===== config.mk =====
export PLATFORM = sky130hd
export DESIGN_NAME = wb_pipe_reg
export DESIGN_NICKNAME = d
export VERILOG_FILES = /design/src/rtl/wb_pipe_reg.sv
export SDC_FILE = /design/constraint.sdc
export NUM_CORES = 1
export LEC_CHECK = 0
export CAP_MARGIN = 15
export CORE_ASPECT_RATIO = 0.6
export CORE_UTILIZATION = 35
export DETAILED_ROUTE_END_ITERATION = 12
export PLACE_DENSITY_LB_ADDON = 0.15
export RECOVER_POWER = 100
export REMOVE_ABC_BUFFERS = 1
export SYNTH_ARGS = -nofsm -noshare
export SYNTH_HDL_FRONTEND = slang
export SYNTH_SLANG_ARGS = --single-unit

===== constraint.sdc =====
create_clock -name clk -period 2.74 [get_ports clk]
set_input_delay 0.274 -clock clk [delete_from_list [all_inputs] [get_ports clk]]
set_output_delay 0.274 -clock clk [all_outputs]
set_load 0.02 [all_outputs]

===== src/rtl/wb_pipe_reg.sv =====
// wb_pipe_reg: MEM->WB pipeline register with valid/ready flow control,
// synchronous flush and an optional one-entry skid buffer.
//
// Build option:
//   WB_PIPE_SKID_EN defined   - skid entry and SKID state are built; in_ready
//                               is a flop, so out_ready never reaches in_ready
//                               combinationally.
//   WB_PIPE_SKID_EN undefined - single register (EMPTY/FULL only);
//                               in_ready = out_ready || !out_valid.
//
// Whenever the stage becomes empty the output payload is forced to zero, so a
// bubble always presents a NOP write (out_wreg=0) to the register file.

module wb_pipe_reg #(
    parameter int DATA_W = 32,
    parameter int ADDR_W = 5
) (
    input  logic              clk,
    input  logic              rst,
    input  logic              flush,
    input  logic              in_valid,
    output logic              in_ready,
    input  logic [ADDR_W-1:0] in_wd,
    input  logic              in_wreg,
    input  logic [DATA_W-1:0] in_wdata,
    output logic              out_valid,
    input  logic              out_ready,
    output logic [ADDR_W-1:0] out_wd,
    output logic              out_wreg,
    output logic [DATA_W-1:0] out_wdata
);

    localparam logic [1:0] ST_EMPTY = 2'd0;
    localparam logic [1:0] ST_FULL  = 2'd1;
`ifdef WB_PIPE_SKID_EN
    localparam logic [1:0] ST_SKID  = 2'd2;
`endif

    logic [1:0]        state_q, state_d;

    // Main entry: this is what the WB stage sees.
    logic [ADDR_W-1:0] main_wd_q,    main_wd_d;
    logic              main_wreg_q,  main_wreg_d;
    logic [DATA_W-1:0] main_wdata_q, main_wdata_d;

    logic              accept;
    logic              consume;

    assign out_valid = (state_q != ST_EMPTY);
    assign out_wd    = main_wd_q;
    assign out_wreg  = main_wreg_q;
    assign out_wdata = main_wdata_q;

    assign accept  = in_valid && in_ready;
    assign consume = out_valid && out_ready;

`ifdef WB_PIPE_SKID_EN

    // Skid entry: holds the one extra word accepted while WB was stalled.
    logic [ADDR_W-1:0] skid_wd_q,    skid_wd_d;
    logic              skid_wreg_q,  skid_wreg_d;
    logic [DATA_W-1:0] skid_wdata_q, skid_wdata_d;
    logic              in_ready_q;

    // in_ready comes straight from a flop: no out_ready -> in_ready path.
    assign in_ready = in_ready_q;

    // Next-state and next-payload selection for the three-state skid build.
    always_comb begin
        // NOTE: every always_comb output gets a default first, otherwise a
        // path that skips an assignment infers a latch.
        state_d      = state_q;
        main_wd_d    = main_wd_q;
        main_wreg_d  = main_wreg_q;
        main_wdata_d = main_wdata_q;
        skid_wd_d    = skid_wd_q;
        skid_wreg_d  = skid_wreg_q;
        skid_wdata_d = skid_wdata_q;

        if (flush) begin
            // Kill both held entries; a same-cycle input handshake is dropped.
            state_d      = ST_EMPTY;
            main_wd_d    = '0;
            main_wreg_d  = 1'b0;
            main_wdata_d = '0;
            skid_wd_d    = '0;
            skid_wreg_d  = 1'b0;
            skid_wdata_d = '0;
        end else begin
            case (state_q)
                ST_EMPTY: begin
                    if (accept) begin
                        state_d      = ST_FULL;
                        main_wd_d    = in_wd;
                        main_wreg_d  = in_wreg;
                        main_wdata_d = in_wdata;
                    end
                end
                ST_FULL: begin
                    if (accept && consume) begin
                        main_wd_d    = in_wd;
                        main_wreg_d  = in_wreg;
                        main_wdata_d = in_wdata;
                    end else if (accept) begin
                        // WB stalled while a new word arrived: park it.
                        state_d      = ST_SKID;
                        skid_wd_d    = in_wd;
                        skid_wreg_d  = in_wreg;
                        skid_wdata_d = in_wdata;
                    end else if (consume) begin
                        state_d      = ST_EMPTY;
                        main_wd_d    = '0;
                        main_wreg_d  = 1'b0;
                        main_wdata_d = '0;
                    end
                end
                ST_SKID: begin
                    // in_ready is low here, so only a consume can move us.
                    if (consume) begin
                        state_d      = ST_FULL;
                        main_wd_d    = skid_wd_q;
                        main_wreg_d  = skid_wreg_q;
                        main_wdata_d = skid_wdata_q;
                        skid_wd_d    = '0;
                        skid_wreg_d  = 1'b0;
                        skid_wdata_d = '0;
                    end
                end
                default: begin
                    state_d      = ST_EMPTY;
                    main_wd_d    = '0;
                    main_wreg_d  = 1'b0;
                    main_wdata_d = '0;
                    skid_wd_d    = '0;
                    skid_wreg_d  = 1'b0;
                    skid_wdata_d = '0;
                end
            endcase
        end
    end

    // State, payload and registered in_ready update; async reset to an empty NOP.
    always_ff @(posedge clk or negedge rst) begin
        // NOTE: state registers use non-blocking assignments so every flop
        // samples the pre-edge values regardless of statement order.
        if (!rst) begin
            state_q      <= ST_EMPTY;
            main_wd_q    <= '0;
            main_wreg_q  <= 1'b0;
            main_wdata_q <= '0;
            skid_wd_q    <= '0;
            skid_wreg_q  <= 1'b0;
            skid_wdata_q <= '0;
            in_ready_q   <= 1'b1;
        end else begin
            state_q      <= state_d;
            main_wd_q    <= main_wd_d;
            main_wreg_q  <= main_wreg_d;
            main_wdata_q <= main_wdata_d;
            skid_wd_q    <= skid_wd_d;
            skid_wreg_q  <= skid_wreg_d;
            skid_wdata_q <= skid_wdata_d;
            in_ready_q   <= (state_d != ST_SKID);
        end
    end

`else

    // Without a skid entry the stage can only take a word when the current
    // one leaves (or there is none).
    assign in_ready = out_ready || !out_valid;

    // Next-state and next-payload selection for the two-state build.
    always_comb begin
        state_d      = state_q;
        main_wd_d    = main_wd_q;
        main_wreg_d  = main_wreg_q;
        main_wdata_d = main_wdata_q;

        if (flush) begin
            state_d      = ST_EMPTY;
            main_wd_d    = '0;
            main_wreg_d  = 1'b0;
            main_wdata_d = '0;
        end else begin
            case (state_q)
                ST_EMPTY: begin
                    if (accept) begin
                        state_d      = ST_FULL;
                        main_wd_d    = in_wd;
                        main_wreg_d  = in_wreg;
                        main_wdata_d = in_wdata;
                    end
                end
                ST_FULL: begin
                    // An accept here always coincides with a consume.
                    if (accept) begin
                        main_wd_d    = in_wd;
                        main_wreg_d  = in_wreg;
                        main_wdata_d = in_wdata;
                    end else if (consume) begin
                        state_d      = ST_EMPTY;
                        main_wd_d    = '0;
                        main_wreg_d  = 1'b0;
                        main_wdata_d = '0;
                    end
                end
                default: begin
                    state_d      = ST_EMPTY;
                    main_wd_d    = '0;
                    main_wreg_d  = 1'b0;
                    main_wdata_d = '0;
                end
            endcase
        end
    end

    // State and payload update; async reset to an empty NOP.
    always_ff @(posedge clk or negedge rst) begin
        if (!rst) begin
            state_q      <= ST_EMPTY;
            main_wd_q    <= '0;
            main_wreg_q  <= 1'b0;
            main_wdata_q <= '0;
        end else begin
            state_q      <= state_d;
            main_wd_q    <= main_wd_d;
            main_wreg_q  <= main_wreg_d;
            main_wdata_q <= main_wdata_d;
        end
    end

`endif

endmodule


After elaboration in Yosys (flattened, before gate mapping)
Cells that the tools add are included.
Cells by class
  equality and inequality tests: 5
  muxes and demuxes: 20
  reductions and logical operators: 8
Operator list (count)
  2-to-1 mux 32 bit: 4
  case mux 32 bit (2 select lines): 1
  2-to-1 mux 5 bit: 4
  case mux 5 bit (2 select lines): 1
  != test 3 bit (second input constant): 3
  2-to-1 mux 2 bit: 4
  2-to-1 mux 1 bit: 4
  != test 4 bit (second input constant): 1
  case mux 2 bit (2 select lines): 1
  AND reduction 3 bit: 1
  == test 2 x 1 -> 1 bit (second input constant): 1
  logical AND 1 bit: 2
  zero test 2 bit: 1
  case mux 1 bit (2 select lines): 1
  AND reduction 2 bit: 1
  nonzero test 2 bit: 1
  zero test 1 bit: 1
  logical OR 1 bit: 1
Storage, ports and cells
  bits in registers: 40
  bits of input ports: 43
  output and inout bits: 40
  word-level logic and storage cells: 37

Longest topological paths before layout
Gate-level depths: netlist of run 1.
  word-level depth: 7
  depth in mapped cells: 5
  gate-level depth less buffers: 3

Worst setup path before layout of run 1
Ideal clock, no wire load.
  path kind: flip-flop to output port
  from: register state_q[0]
  to: output in_ready
  arrival time: 1.123 ns
  required time: 2.466 ns
  setup slack: 1.343 ns
  stages on the path, launching flop included: 4
  path buffers: 1
  cell sequence: dfrtp_1 nor2b_1 clkbuf_1 inv_1
Between the ends
  longest elaborated chain between the ends: 3
Ends and longest elaborated chain
  start, declared: RTL line 39  | logic [1:0] state_q, state_d;
  start signal, assigned: RTL line 226  | state_q <= state_d;
  nonzero test 2 bit: RTL line 49  | assign out_valid = (state_q != ST_EMPTY);
  zero test 1 bit: RTL line 171  | assign in_ready = out_ready || !out_valid;
  logical OR 1 bit: RTL line 171
  end, declared: RTL line 22  | output logic in_ready,
Every way passes these cells.

Final worst setup path of run 1
  from: input out_ready
  to: output in_ready
Between the ends
  longest elaborated chain between the ends: 1
Ends and longest elaborated chain
  start, declared: RTL line 27  | input logic out_ready,
  logical OR 1 bit: RTL line 171
Every way passes these cells.

==> flow_summary.json, run 1 <==
{
  "slowest_stage": "nor2b_1",
  "synth_cell_types": 11,
  "r2r_cells": 4,
  "worstHoldPathCells": 3,
  "grt_max_degree": 40,
  "end_kind": "primary output",
  "min_path_type": "primary input to flip-flop",
  "setup_viol": 0,
  "yosys-top-cells-area": "dfrtp_1 (47%), a222oi_1 (18%), mux2_2 (16%)",
  "synth_seq_cells": 39,
  "detailedPlacementHpwl_mm": 3.423,
  "final_max_slew_viol_count": 40,
  "arrival_ns": 1.92,
  "grtUsageTotal": 0.1831,
  "cts_resized": 0,
  "crit_path_max_fanout": 11,
  "violations": "max-capacitance violations, max-slew violations",
  "synth_top_area_share": 0.4682,
  "peakVddDrop_uv": 242.5,
  "period_minus_slack_ns": 2.196,
  "core_area_um2": 5649,
  "area_growth_pct": 46.70,
  "post-place-ws_ns": 0.7267,
  "initial_core_util": 0.3690,
  "first_global_vias": 1692,
  "endpoint": "in_ready",
  "crit_type": "primary input to primary output",
  "timing_worst_slew_pin_value_ns": 2.145,
  "cp_num_cells": 4,
  "finalHoldViolCount": 0,
  "critPathTopFamily": "buffers and inverters",
  "post-place-cells": 327,
  "post_drt_wl_per_cell_um": 16.90,
  "post_cts_buffers": 0,
  "wl_mm": 5.662,
  "setup_slack_ns": 0.5438,
  "grt_pass1_wl_mm": 8.562,
  "n_fill_cell": 506,
  "firstDrtPassIters": 6,
  "setup-tns-final_ns": 0,
  "cts_made_buffers": 5,
  "ys_seq_area_frac": 0.4682,
  "drive_above_1_share": 0.2078,
  "max-slew-margin-rel": -0.4301,
  "antenna_found_initial": 0,
  "ctsRootBufferMaster": "clkbuf_8",
  "startpoint_type": "primary input",
  "period_share": 0.8015,
  "drc": 0,
  "cts_tree": "done",
  "fin_cells": 335,
  "whs_ns": 0.4788,
  "n_antenna_cell": 0,
  "drt-initial-drc-count": 230,
  "dieArea_um2": 6279,
  "chipWidth_um": 101.6,
  "gp_congestion": 0.7081,
  "cts_buffer_depth": 2,
  "num_rows": 21,
  "via_per_inst": 5.516,
  "netlist_area_um2": 2084,
  "synth_top_area_cell": "dfrtp_1",
  "clkLatencyLatePin_ns": 0.30,
  "vias": 1848,
  "timing.rr.end": "out_wdata[13]",
  "die_y_um": 61.78,
  "htree_levels": 2,
  "finalClockSkew_ns": 0.01089,
  "drv_cap": 1,
  "outcome": "finished with violations",
  "clk_pin_slew_worst_paths_ns": 0.09,
  "avgSynthCellArea_um2": 11.65,
  "leakagePower_nw": 1.403,
  "crit_chain": "clkdlybuf4s50_1, nor2b_1, inv_1, clkdlybuf4s50_1",
  "reg2reg_from": "state_q[0]",
  "finalNetCount": 297,
  "ys_warn_count": 0,
  "cp.buffers_inverters": 3,
  "io_buffers": 82,
  "crit_start": "out_ready",
  "crit_path_frequent_cell": "clkdlybuf4s50_1",
  "power_mw": 1.556,
  "clkSinkCount": 39,
  "antenna_left": 0,
  "power_density_nw_per_um2": 509.0,
  "r2r_slack_ns": 0.67,
  "rsz0062_at_grt": "false",
  "cts_hold_buffers": 0,
  "synth_cells": 179,
  "cp_data_required_time_ns": 2.47,
  "io_pins": 83,
  "fmax_ghz": 0.4553,
  "grt_overflow": 0,
  "max_stage_delay_ns": 0.59
}
[state kept, by name, summed over array words and instances, names as in the netlist]
signal     count
out_wdata     32
out_wd         5
out_wreg       1
state_q        1
[cells in the mapped netlist]
cell type / instances
nor2_1: 40
dfrtp_1: 39
a222oi_1: 38
mux2_2: 29
clkbuf_1: 13
mux2_4: 9
buf_2: 5
buf_6: 2
inv_1: 2
and2_1: 1
nor2b_1: 1
[how the worst min path moves through the flow]
stage / startpoint / end / slack (ns)
after floorplan: rst / out_wd[0] / -0.02
after global placement: rst / out_wdata[4] / 0.46
after detailed placement: rst / out_wdata[4] / 0.46
after CTS: rst / out_wdata[19] / 0.13
after global routing: in_valid / state_q[0] / 0.52
final: in_valid / state_q[0] / 0.48
[cell usage in the layout (no fill, tap or decap), drive strengths merged]
cell           instances
buf                    6
mux2                  38
clkinv                 1
clkdlybuf4s50         41
bufinv                 1
a222oi                38
nor2                  40
dfrtp                 39
and2                   1
clkbuf                 8
dlygate4sd3           39
inv                    2
nor2b                  1
[worst reg2reg max path: stages (launching register included)]
cell,delay [ns]
dfrtp_1,0.37
nor2b_1,0.61
clkbuf_2,0.66
a222oi_1,0.24
nor2_1,0.13
[logic make-up after synthesis]
kind of cell,after synthesis,synth area share
and+or+nand+nor,42,0.07803
buffers and inverters,22,0.04982
muxes,38,0.2215
AOI/OAI and AO/OA,38,0.1825
DFF,39,0.4682
[stage by stage]
step,util,area [um^2]
CTS,0.5424,3064
finish,0.5413,3058
floorplan,-,1988
global placement,0.5216,2947
global route,0.5413,3058
detailed placement,0.5216,2947
[per-layer routing]
layer	track usage	up-vias	wire (um)
met1	0.2647	898	2905
met5	0	-	0
met4	0.04348	0	41
met3	0.06040	6	421
li1	-	861	-
met2	0.2645	83	2293
[area by class of cell]
type | instances | area [um^2] | share of cell area
Inverter | 2 | 7.507 | 0.002455
Timing Repair Buffer | 88 | 852.1 | 0.2786
Multi-Input combinational cell | 118 | 1005 | 0.3286
Clock buffer | 6 | 82.58 | 0.02700
Clock inverter | 2 | 35.03 | 0.01146
Tap cell | 80 | 100.1 | 0.03273
Sequential cell | 39 | 975.9 | 0.3191
[power by group]
part	total [mW]	internal, mW	switching, mW	leakage [nW]
combinational	0.396	0.206	0.190	0.827
sequential	0.647	0.617	0.0300	0.515
clock	0.513	0.295	0.218	0.0612
(Power assumes the default switching activity.)
==> inputs of run 2 (changes only) <==
==> constraint.sdc (replaced) <==
create_clock -name clk -period 1.8 [get_ports clk]
set_input_delay 0.18 -clock clk [delete_from_list [all_inputs] [get_ports clk]]
set_output_delay 0.18 -clock clk [all_outputs]
set_load 0.02 [all_outputs]
==> flow_summary.json, run 2 (synthesis gave the netlist of run 1 again) <==
{
  "antenna_found_initial": 0,
  "end_kind": "primary output",
  "grt_overflow": 0,
  "finalHoldViolCount": 0,
  "die_y_um": 61.78,
  "final_common_cell": "clkdlybuf4s50_1",
  "via_per_inst": 5.522,
  "io_buffers": 82,
  "firstDrtPassIters": 8,
  "crit_path_max_fanout": 3,
  "final_max_slew_viol_count": 0,
  "period_share": 0.9210,
  "cp_data_required_time_ns": 1.62,
  "first_global_vias": 1769,
  "placed_cell_area_um2": 3019,
  "fmax_ghz": 0.6032,
  "max_stage_delay_ns": 0.58,
  "regArea_um2": 975.9,
  "post_drt_wl_per_cell_um": 16.89,
  "r2r_slack_ns": 0.23,
  "drt-initial-drc-count": 186,
  "final_cell_mix": "clkdlybuf4s50_1 (41), nor2_1 (40), dlygate4sd3_1 (40), dfrtp_1 (39), a222oi_1 (38)",
  "r2r_cells": 4,
  "timing.rr.end": "out_wdata[10]",
  "n_antenna_cell": 0,
  "startpoint_type": "flip-flop",
  "multi_input_area_um2": 1007,
  "endpoint": "in_ready",
  "grt_max_degree": 40,
  "rsz0062_at_grt": "false",
  "power.share.clock": 0.263,
  "max-slew-margin-rel": 0.2146,
  "clk_pin_slew_worst_paths_ns": 0.08,
  "period_minus_slack_ns": 1.658,
  "grt_pass1_wl_mm": 8.949,
  "cts_made_buffers": 5,
  "clkLatencyLatePin_ns": 0.29,
  "arrival_ns": 1.48,
  "cts_buffer_depth": 2,
  "p_comb_frac": 0.285,
  "dieArea_um2": 6279,
  "design_area_um2": 3105,
  "ctsRootBufferMaster": "clkbuf_8",
  "grtUsageTotal": 0.1913,
  "initial_core_util": 0.3690,
  "wl_mm": 5.725,
  "swShare": 0.2969,
  "setup-tns-final_ns": 0,
  "peakVddDrop_uv": 282.1,
  "power_switching_uw": 648.7,
  "leakagePower_nw": 1.423,
  "largest_register_ffs": 32,
  "area_growth_pct": 48.98,
  "n_fill_cell": 547,
  "drive_above_1_share": 0.2162,
  "outcome": "finished, final reports clean",
  "gp_congestion": 0.6991,
  "finalClockSkew_ns": 0.005040,
  "power_density_nw_per_um2": 703.5,
  "timing_worst_slew_pin_value_ns": 1.178,
  "clkSinkCount": 39,
  "whs_ns": 0.4485,
  "min_path_type": "primary input to flip-flop",
  "p_seq_frac": 0.452,
  "slowest_stage": "clkdlybuf4s50_1",
  "fin_cells": 339,
  "cts_tree": "done",
  "drv_cap": 0,
  "htree_levels": 2,
  "finalNetCount": 301,
  "crit_start": "state_q[0]",
  "crit_type": "flip-flop to primary output",
  "drc": 0,
  "reg2reg_from": "state_q[0]",
  "post_cts_buffers": 0,
  "crit_chain": "nor2b_2, inv_1, clkdlybuf4s50_1",
  "post-place-cells": 330,
  "detailedPlacementHpwl_mm": 3.686,
  "utilization": 0.5497,
  "p_int_mw": 1.536,
  "antenna_left": 0,
  "io_pins": 83,
  "num_rows": 21,
  "core_area_um2": 5649,
  "chipWidth_um": 101.6,
  "setup_viol": 0,
  "vias": 1872
}
run 2: changes by cell type in the layout (fill, tap and decap cells not counted):
cell and change:
buf_12 +4, buf_4 -2, clkinv_2 +2, bufinv_16 -1, clkbuf_1 +1, clkbuf_8 -1
dlygate4sd3_1 +1, nor2b_1 -1, nor2b_2 +1
run 2: power groups by stage:
stage               sequential [mW]  combinational (mW)  clock, mW
global route                  0.997               0.672      0.642
finish                        0.986               0.623      0.575
CTS                           0.989               0.654      0.600
global placement               1.00               0.643          0
floorplan                      1.08               0.218          0
detailed placement             1.00               0.651          0
run 2: worst max-delay path, delay by kind of cell (launching register included):
kind,cells,cell delay [ns]
buf+inv,2,0.63
flops,1,0.39
simple gates,1,0.17
run 2: per-stage QoR:
stage / total power [mW] / setup slack, ns
floorplan: 1.297 / -0.5153
global placement: 1.648 / 0.2683
detailed placement: 1.656 / 0.2624
CTS: 2.244 / 0.1187
global route: 2.311 / 0.05366
finish: 2.185 / 0.1422
run 2: worst min path at each step:
stage	start	end	slack (ns)	cells past startpoint
floorplan	rst	out_wd[0]	-0.12	0
global placement	rst	out_wdata[4]	0.18	1
detailed placement	rst	out_wdata[4]	0.17	1
CTS	rst	out_wdata[4]	0.39	2
global route	in_valid	out_wdata[3]	0.47	4
finish	in_valid	out_wdata[3]	0.45	4
run 2: timing repair:
action / CTS / global route
endpoints found under the hold margin: 19 / 0
hold buffers: 1 / 0
gates resized for setup: 0 / 0
run 2: cell type report:
cell class              count  area share
clock buffers               5     0.02216
clock inverters             3    0.004835
inverters                   2    0.002417
multi-input cells         118      0.3243
flip-flops and latches     39      0.3143
well taps                  80     0.03223
repair buffers             92      0.2998
run 2: layer usage:
| metal | part of all wire | GRT usage | vias up |
|---|---|---|---|
| met2 | 0.44 | 0.2944 | 82 |
| met1 | 0.47 | 0.2725 | 915 |
| met4 | 0.0049 | 0.05590 | 0 |
| met3 | 0.081 | 0.04362 | 5 |
| met5 | 0 | 0 | - |
| li1 | - | - | 870 |
